File: src/rtl/v_hier_pkg.sv
`default_nettype none
// ============================================================================
// Package : v_hier_pkg
// Purpose : Shared widths and types for the v_hier nibble-packing stage.
//           NIBBLE_W / NIBBLES_PER_WORD / WORD_W fix the packing geometry;
//           nibble_t and word_t are the matching vector types.
// Revision: 1.0 - initial release
// ============================================================================
package v_hier_pkg;

  localparam int NIBBLE_W         = 4;
  localparam int NIBBLES_PER_WORD = 4;
  localparam int WORD_W           = NIBBLE_W * NIBBLES_PER_WORD;

  typedef logic [NIBBLE_W-1:0] nibble_t;
  typedef logic [WORD_W-1:0]   word_t;

endpackage
`default_nettype wire

File: src/rtl/v_hier_qpack_fifo.sv
`default_nettype none
// ============================================================================
// Module  : v_hier_qpack_fifo
// Purpose : Synchronous FIFO, DEPTH entries of WIDTH bits, registered storage
//           with a combinational head read. Pointers carry one extra bit so
//           that full and empty can be told apart.
// Ports   : clk, rst (async, active-high)
//           push, wdata  - write side (ignored when full without a pop)
//           pop          - advance head (ignored when empty)
//           rdata        - storage entry at the read pointer
//           full, empty  - occupancy flags
// Revision: 1.0 - initial release
// ============================================================================
module v_hier_qpack_fifo
  import v_hier_pkg::*;
#(
  parameter int DEPTH = 4,
  parameter int WIDTH = WORD_W
) (
  input  logic             clk,
  input  logic             rst,
  input  logic             push,
  input  logic [WIDTH-1:0] wdata,
  input  logic             pop,
  output logic [WIDTH-1:0] rdata,
  output logic             full,
  output logic             empty
);

  localparam int AW = $clog2(DEPTH);

  logic [AW:0]      wptr;
  logic [AW:0]      rptr;
  logic [WIDTH-1:0] mem [DEPTH];
  logic             do_push;
  logic             do_pop;

  assign empty = (wptr == rptr);
  assign full  = (wptr[AW] != rptr[AW]) && (wptr[AW-1:0] == rptr[AW-1:0]);

  // A push into a full FIFO is allowed when the head leaves in the same cycle:
  // the slot being written is the one being vacated.
  assign do_push = push && (!full || pop);
  assign do_pop  = pop && !empty;

  assign rdata = mem[rptr[AW-1:0]];

  always_ff @(posedge clk or posedge rst) begin
    if (rst) begin
      wptr <= '0;
      rptr <= '0;
      for (int i = 0; i < DEPTH; i++) begin
        mem[i] <= '0;
      end
    end else begin
      if (do_push) begin
        mem[wptr[AW-1:0]] <= wdata;
        wptr              <= wptr + {{AW{1'b0}}, 1'b1};
      end
      if (do_pop) begin
        rptr <= rptr + {{AW{1'b0}}, 1'b1};
      end
    end
  end

endmodule
`default_nettype wire

File: src/rtl/v_hier_qpack.sv
`default_nettype none
// ============================================================================
// Module  : v_hier_qpack
// Purpose : Packs four accepted 4-bit qvec nibbles into a 16-bit word (first
//           nibble in bits [3:0]) and queues completed words in a FIFO that
//           drains over valid/ready. A flush pulse pushes a partial word
//           zero-padded in the upper nibbles.
// Ports   : clk, rst (async, active-high)
//           qvec, in_valid, in_ready   - nibble input handshake
//           flush                      - push the partial word
//           out_valid, out_data, out_ready - word output handshake
//           out_par                    - even parity of out_data
// Config  : V_HIER_QPACK_PARITY_EN - when defined, each FIFO entry carries a
//           parity bit and the out_par port exists.
// Revision: 1.0 - initial release
// ============================================================================
module v_hier_qpack
  import v_hier_pkg::*;
#(
  parameter int DEPTH = 4
) (
  input  logic        clk,
  input  logic        rst,
  input  logic [3:0]  qvec,
  input  logic        in_valid,
  output logic        in_ready,
  input  logic        flush,
  output logic        out_valid,
  output logic [15:0] out_data,
  input  logic        out_ready
`ifdef V_HIER_QPACK_PARITY_EN
  ,
  output logic        out_par
`endif
);

`ifdef V_HIER_QPACK_PARITY_EN
  localparam int FIFO_W = WORD_W + 1;
`else
  localparam int FIFO_W = WORD_W;
`endif

  logic [1:0]  nib_cnt;
  logic [11:0] held;
  logic        flush_pend;

  logic        full;
  logic        empty;
  logic        pop;
  logic        space;
  logic        accept;
  logic        word_done;
  logic        flush_req;
  logic        flush_now;
  logic        push;
  word_t       push_word;
  logic [FIFO_W-1:0] wdata;
  logic [FIFO_W-1:0] rdata;
  nibble_t     nib;

  assign nib       = qvec;
  assign out_valid = !empty;
  assign pop       = out_valid && out_ready;
  // Room for one more word this cycle, counting a same-cycle pop.
  assign space     = !full || pop;

  // A pending flush owns the next push slot, so new nibbles are held off.
  assign in_ready  = !flush_pend && ((nib_cnt != 2'd3) || space);
  assign accept    = in_valid && in_ready;
  assign word_done = accept && (nib_cnt == 2'd3);

  // A flush only acts in a cycle without an accepted nibble; a coincident
  // nibble wins and the flush is carried over via flush_pend.
  assign flush_req = flush || flush_pend;
  assign flush_now = flush_req && !accept && (nib_cnt != 2'd0) && space;

  assign push      = word_done || flush_now;
  // held is cleared after every push, so unfilled positions are already zero.
  assign push_word = word_done ? {nib, held} : {4'h0, held};

`ifdef V_HIER_QPACK_PARITY_EN
  assign wdata    = {^push_word, push_word};
  assign out_data = rdata[WORD_W-1:0];
  assign out_par  = rdata[WORD_W];
`else
  assign wdata    = push_word;
  assign out_data = rdata;
`endif

  always_ff @(posedge clk or posedge rst) begin
    if (rst) begin
      nib_cnt    <= 2'd0;
      held       <= 12'h000;
      flush_pend <= 1'b0;
    end else begin
      if (accept) begin
        if (nib_cnt == 2'd3) begin
          nib_cnt <= 2'd0;
          held    <= 12'h000;
        end else begin
          case (nib_cnt)
            2'd0:    held[3:0]  <= nib;
            2'd1:    held[7:4]  <= nib;
            default: held[11:8] <= nib;
          endcase
          nib_cnt <= nib_cnt + 2'd1;
        end
      end else if (flush_now) begin
        nib_cnt <= 2'd0;
        held    <= 12'h000;
      end

      if (accept) begin
        // Deferred flush only matters if nibbles remain after this accept.
        flush_pend <= flush && (nib_cnt != 2'd3);
      end else if (flush_req) begin
        flush_pend <= (nib_cnt != 2'd0) && !space;
      end
    end
  end

  v_hier_qpack_fifo #(
    .DEPTH (DEPTH),
    .WIDTH (FIFO_W)
  ) u_fifo (
    .clk   (clk),
    .rst   (rst),
    .push  (push),
    .wdata (wdata),
    .pop   (pop),
    .rdata (rdata),
    .full  (full),
    .empty (empty)
  );

endmodule
`default_nettype wire

File: config.mk
export PLATFORM = sky130hd
export DESIGN_NAME = v_hier_qpack
export DESIGN_NICKNAME = d
export VERILOG_FILES = /design/src/rtl/v_hier_pkg.sv /design/src/rtl/v_hier_qpack_fifo.sv /design/src/rtl/v_hier_qpack.sv
export SDC_FILE = /design/constraint.sdc
export NUM_CORES = 1
export LEC_CHECK = 0
export ABC_AREA = 1
export BUFFER_PORTS_ARGS = -buffer_cell sky130_fd_sc_hd__buf_2
export CAP_MARGIN = 20
export CORE_MARGIN = 3
export CORE_UTILIZATION = 50
export DETAILED_ROUTE_END_ITERATION = 7
export PLACE_DENSITY_LB_ADDON = 0.15
export SLEW_MARGIN = 20
export SYNTH_ARGS = -nofsm -noshare
export SYNTH_HDL_FRONTEND = slang
export SYNTH_SLANG_ARGS = --single-unit
File: constraint.sdc
create_clock -name clk -period 5.9 [get_ports clk]
set_input_delay 0.59 -clock clk [delete_from_list [all_inputs] [get_ports clk]]
set_output_delay 0.59 -clock clk [all_outputs]
set_load 0.005 [all_outputs]
==> flow_metrics.env <==
export IMPL_rr_endpoint="u_fifo.mem[46]"
export IMPL_io_buffers=26
export IMPL_r2r_slack_ps=2790
export IMPL_core_area_um2=7810
export IMPL_maxSlewViolCount=0
export IMPL_synth_seq_cells=85
export IMPL_drive_above_1_share_pct=10.7
export IMPL_finalInstanceArea_um2=4420
export IMPL_ys_types=24
export IMPL_cp_end_kind="flip-flop"
export IMPL_final_hold_viol_count=0
export IMPL_hold_ws_ps=442
export IMPL_first_pass_iters=5
export IMPL_yosysWarnings=0
export IMPL_crit_top_cell="nand2_1"
export IMPL_async_reset_ff_share_pct=100
export IMPL_clock_power_share_pct=19.1
export IMPL_ys_seq_area_share_pct=52.2
export IMPL_fmax_ghz=0.321
export IMPL_dieArea_um2=9270
export IMPL_cts_buffers=9
export IMPL_swShare_pct=43.0
export IMPL_critPathLaunchType="flip-flop"
export IMPL_synth_top_family_by_area="simple AND/OR/NAND/NOR gates"
export IMPL_place_area_um2=4200
export IMPL_clk_pin_slew_ps=90
export IMPL_gp_congestion=0.801
export IMPL_place_ws_ps=2850
export IMPL_crit_chain="inv_2, nand2_1, nand2_1, nor2_2, nand3_2, nand3_2, nand3_2, nand2_4, nand2_2, nand2_1, nand2_1"
export IMPL_initialDrtViolationCount=304
export IMPL_dr_total_vias=3465
export IMPL_synthSimpleGateAreaFrac_pct=32.5
export IMPL_tightest_slew_ps=767
export IMPL_postRouteAntennaNets=0
export IMPL_synthAdderAreaFrac_pct=2.45
export IMPL_viasPerCell=5.56
export IMPL_io_pins=27
export IMPL_min_path_type="input pin to async pin"
export IMPL_post_route_min_period_ps=3110
export IMPL_cts_tree="yes"
export IMPL_p_seq_share_pct=40.4
export IMPL_synthesis_instances=507
export IMPL_status="complete, no violations"
export IMPL_nets=534
export IMPL_grt_max_degree=86
export IMPL_grt_pass1_wl_um=16400
export IMPL_area_delta_synth_final_pct=8.38
export IMPL_placed_cells_incl_taps=608
export IMPL_fin_skew_ps=10.1
export IMPL_clockRootBuffer="clkbuf_8"
export IMPL_cpMaxStageDelayCell="dfrtp_1"
export IMPL_die_h_um=96.3
export IMPL_die_x_um=96.3
export IMPL_drc=0
export IMPL_antenna_found_initial=0
export IMPL_period_share_pct=52.8
export IMPL_htree_levels=3
export IMPL_clk_latency_ps=340
export IMPL_syn_nets=524
export IMPL_required_ps=6130
export IMPL_setup_viol=0
export IMPL_critical_path_max_fanout=72
export IMPL_pwr_share_comb_pct=40.5
export IMPL_p_leak_nw=2.40
export IMPL_cp_startpoint="u_fifo.rptr[1]"
export IMPL_syn_mean_instance_area_um2=8.04
export IMPL_cts_hold_buf=0
export IMPL_clock_sinks=85
export IMPL_grt_pass1_vias=3246
export IMPL_setup_slack_ps=2790
export IMPL_synth_edf_count=0
export IMPL_pwr_density_cell_nw_per_um2=527
export IMPL_rows=32
export IMPL_synth_xor_area_share_pct=0.430
export IMPL_ir_worst_vdd_mv=0.340
export IMPL_start_util_pct=52.2
export IMPL_r2r_start="u_fifo.rptr[1]"
export IMPL_postLayoutCoreUtil_pct=56.6
export IMPL_place_hpwl_um=6100
export IMPL_cts_path_max_buffers=2
export IMPL_globalRouteTotalUtil_pct=22.8
export IMPL_stdcell_count=623
export IMPL_power_switching_mw=1.00
export IMPL_finalSetupTns_ps=0
export IMPL_grt_overflow_total=0
export IMPL_rsz0062_at_grt="no"
export IMPL_max_cap_violations=0
export IMPL_p_total_mw=2.33
export IMPL_synthFlopType="dfrtp_1"
export IMPL_slew_headroom_pct=48.9
export IMPL_post_cts_buffers=0
export IMPL_routed_wl_um=9700
export IMPL_synth_compound_area_share_pct=7.27
export IMPL_cp_arrival_ps=3340
export IMPL_post_drt_wl_per_cell_um=15.6
export IMPL_p_int_mw=1.33
export IMPL_cts_repair_resized=0
export IMPL_synth_area_um2=4080
export IMPL_r2r_cells=11
export IMPL_path_class="flip-flop to flip-flop"
export IMPL_diodes=0
export IMPL_cpPeakStageDelay_ps=750
export IMPL_synthMuxAreaShare_pct=0
[worst max path at each step]
stage,depth (start not counted),to,slack (ps)
after floorplan,1,flush_pend,3120
after global placement,11,u_fifo.mem[48],2950
after detailed placement,11,u_fifo.mem[53],2850
after CTS,11,u_fifo.mem[46],2820
after global routing,11,u_fifo.mem[57],2420
final,11,u_fifo.mem[46],2790
[layout make-up]
| class | instances | area [µm²] |
|---|---|---|
| fill | 732 | 3390 |
| sequential | 85 | 2130 |
| multi-input combinational | 376 | 1740 |
| timing repair buffer | 28 | 149 |
| clock buffer | 10 | 138 |
| tap | 102 | 128 |
| clock inverter | 5 | 75.1 |
| inverter | 17 | 65.1 |
[synth_stat cells (3+ instances only)]
master | n | area (µm²)
ha_1 | 8 | 100
nor2_1 | 42 | 158
clkbuf_1 | 13 | 48.8
buf_1 | 3 | 11.3
inv_1 | 15 | 56.3
o21ai_0 | 36 | 180
nand2_1 | 176 | 661
nand3_2 | 3 | 30.0
buf_6 | 3 | 33.8
buf_2 | 7 | 35.0
o22ai_1 | 17 | 106
nand3_1 | 80 | 400
nand2_2 | 4 | 25.0
dfrtp_1 | 85 | 2130
[power groups by stage]
stage | Combinational, mW | Clock, mW | Sequential (mW)
after floorplan | 0.721 | 0 | 0.892
after global placement | 0.927 | 0 | 0.942
after detailed placement | 0.946 | 0 | 0.944
after CTS | 0.950 | 0.452 | 0.934
after global routing | 1.08 | 0.477 | 0.968
final | 0.943 | 0.444 | 0.940
[cells in the final DEF, fill, tap and decap left out, types with 8 or more instances in the layout]
| cell type | instances |
|---|---|
| nand2_1 | 176 |
| inv_1 | 14 |
| clkbuf_8 | 10 |
| o22ai_1 | 17 |
| o21ai_0 | 36 |
| nor2_1 | 42 |
| buf_2 | 26 |
| ha_1 | 8 |
| dfrtp_1 | 85 |
| nand3_1 | 80 |
[layer usage]
| metal | global-route usage [%] | vias to the layer above | wire length (µm) |
|---|---|---|---|
| met2 | 35.7 | 95 | 4520 |
| met4 | 5.72 | 0 | 96 |
| li1 | - | 1674 | - |
| met5 | 0 | - | 0 |
| met3 | 3.99 | 9 | 443 |
| met1 | 33.1 | 1687 | 4640 |
[cells by family (layout without fill, tap and decap cells)]
group | count (synthesis) | in the layout
AOI/OAI and AO/OA | 55 | 55
and+or+nand+nor | 311 | 311
adders and majority gates | 8 | 8
DFF | 85 | 85
buffers and inverters | 46 | 60
xor gates and xnor gates | 2 | 2
[state kept, by name, summed over array words and instances, names as in the netlist]
register	flops
u_fifo.rptr	3
u_fifo.mem	64
nib_cnt	2
held	12
flush_pend	1
u_fifo.wptr	3
[critical path, delay by kind of cell, from the launching register on]
kind                   cells  cell delay, ps
buffers and inverters      1             310
DFF                        1             750
and+or+nand+nor           10            1920
(Power assumes the default switching activity.)
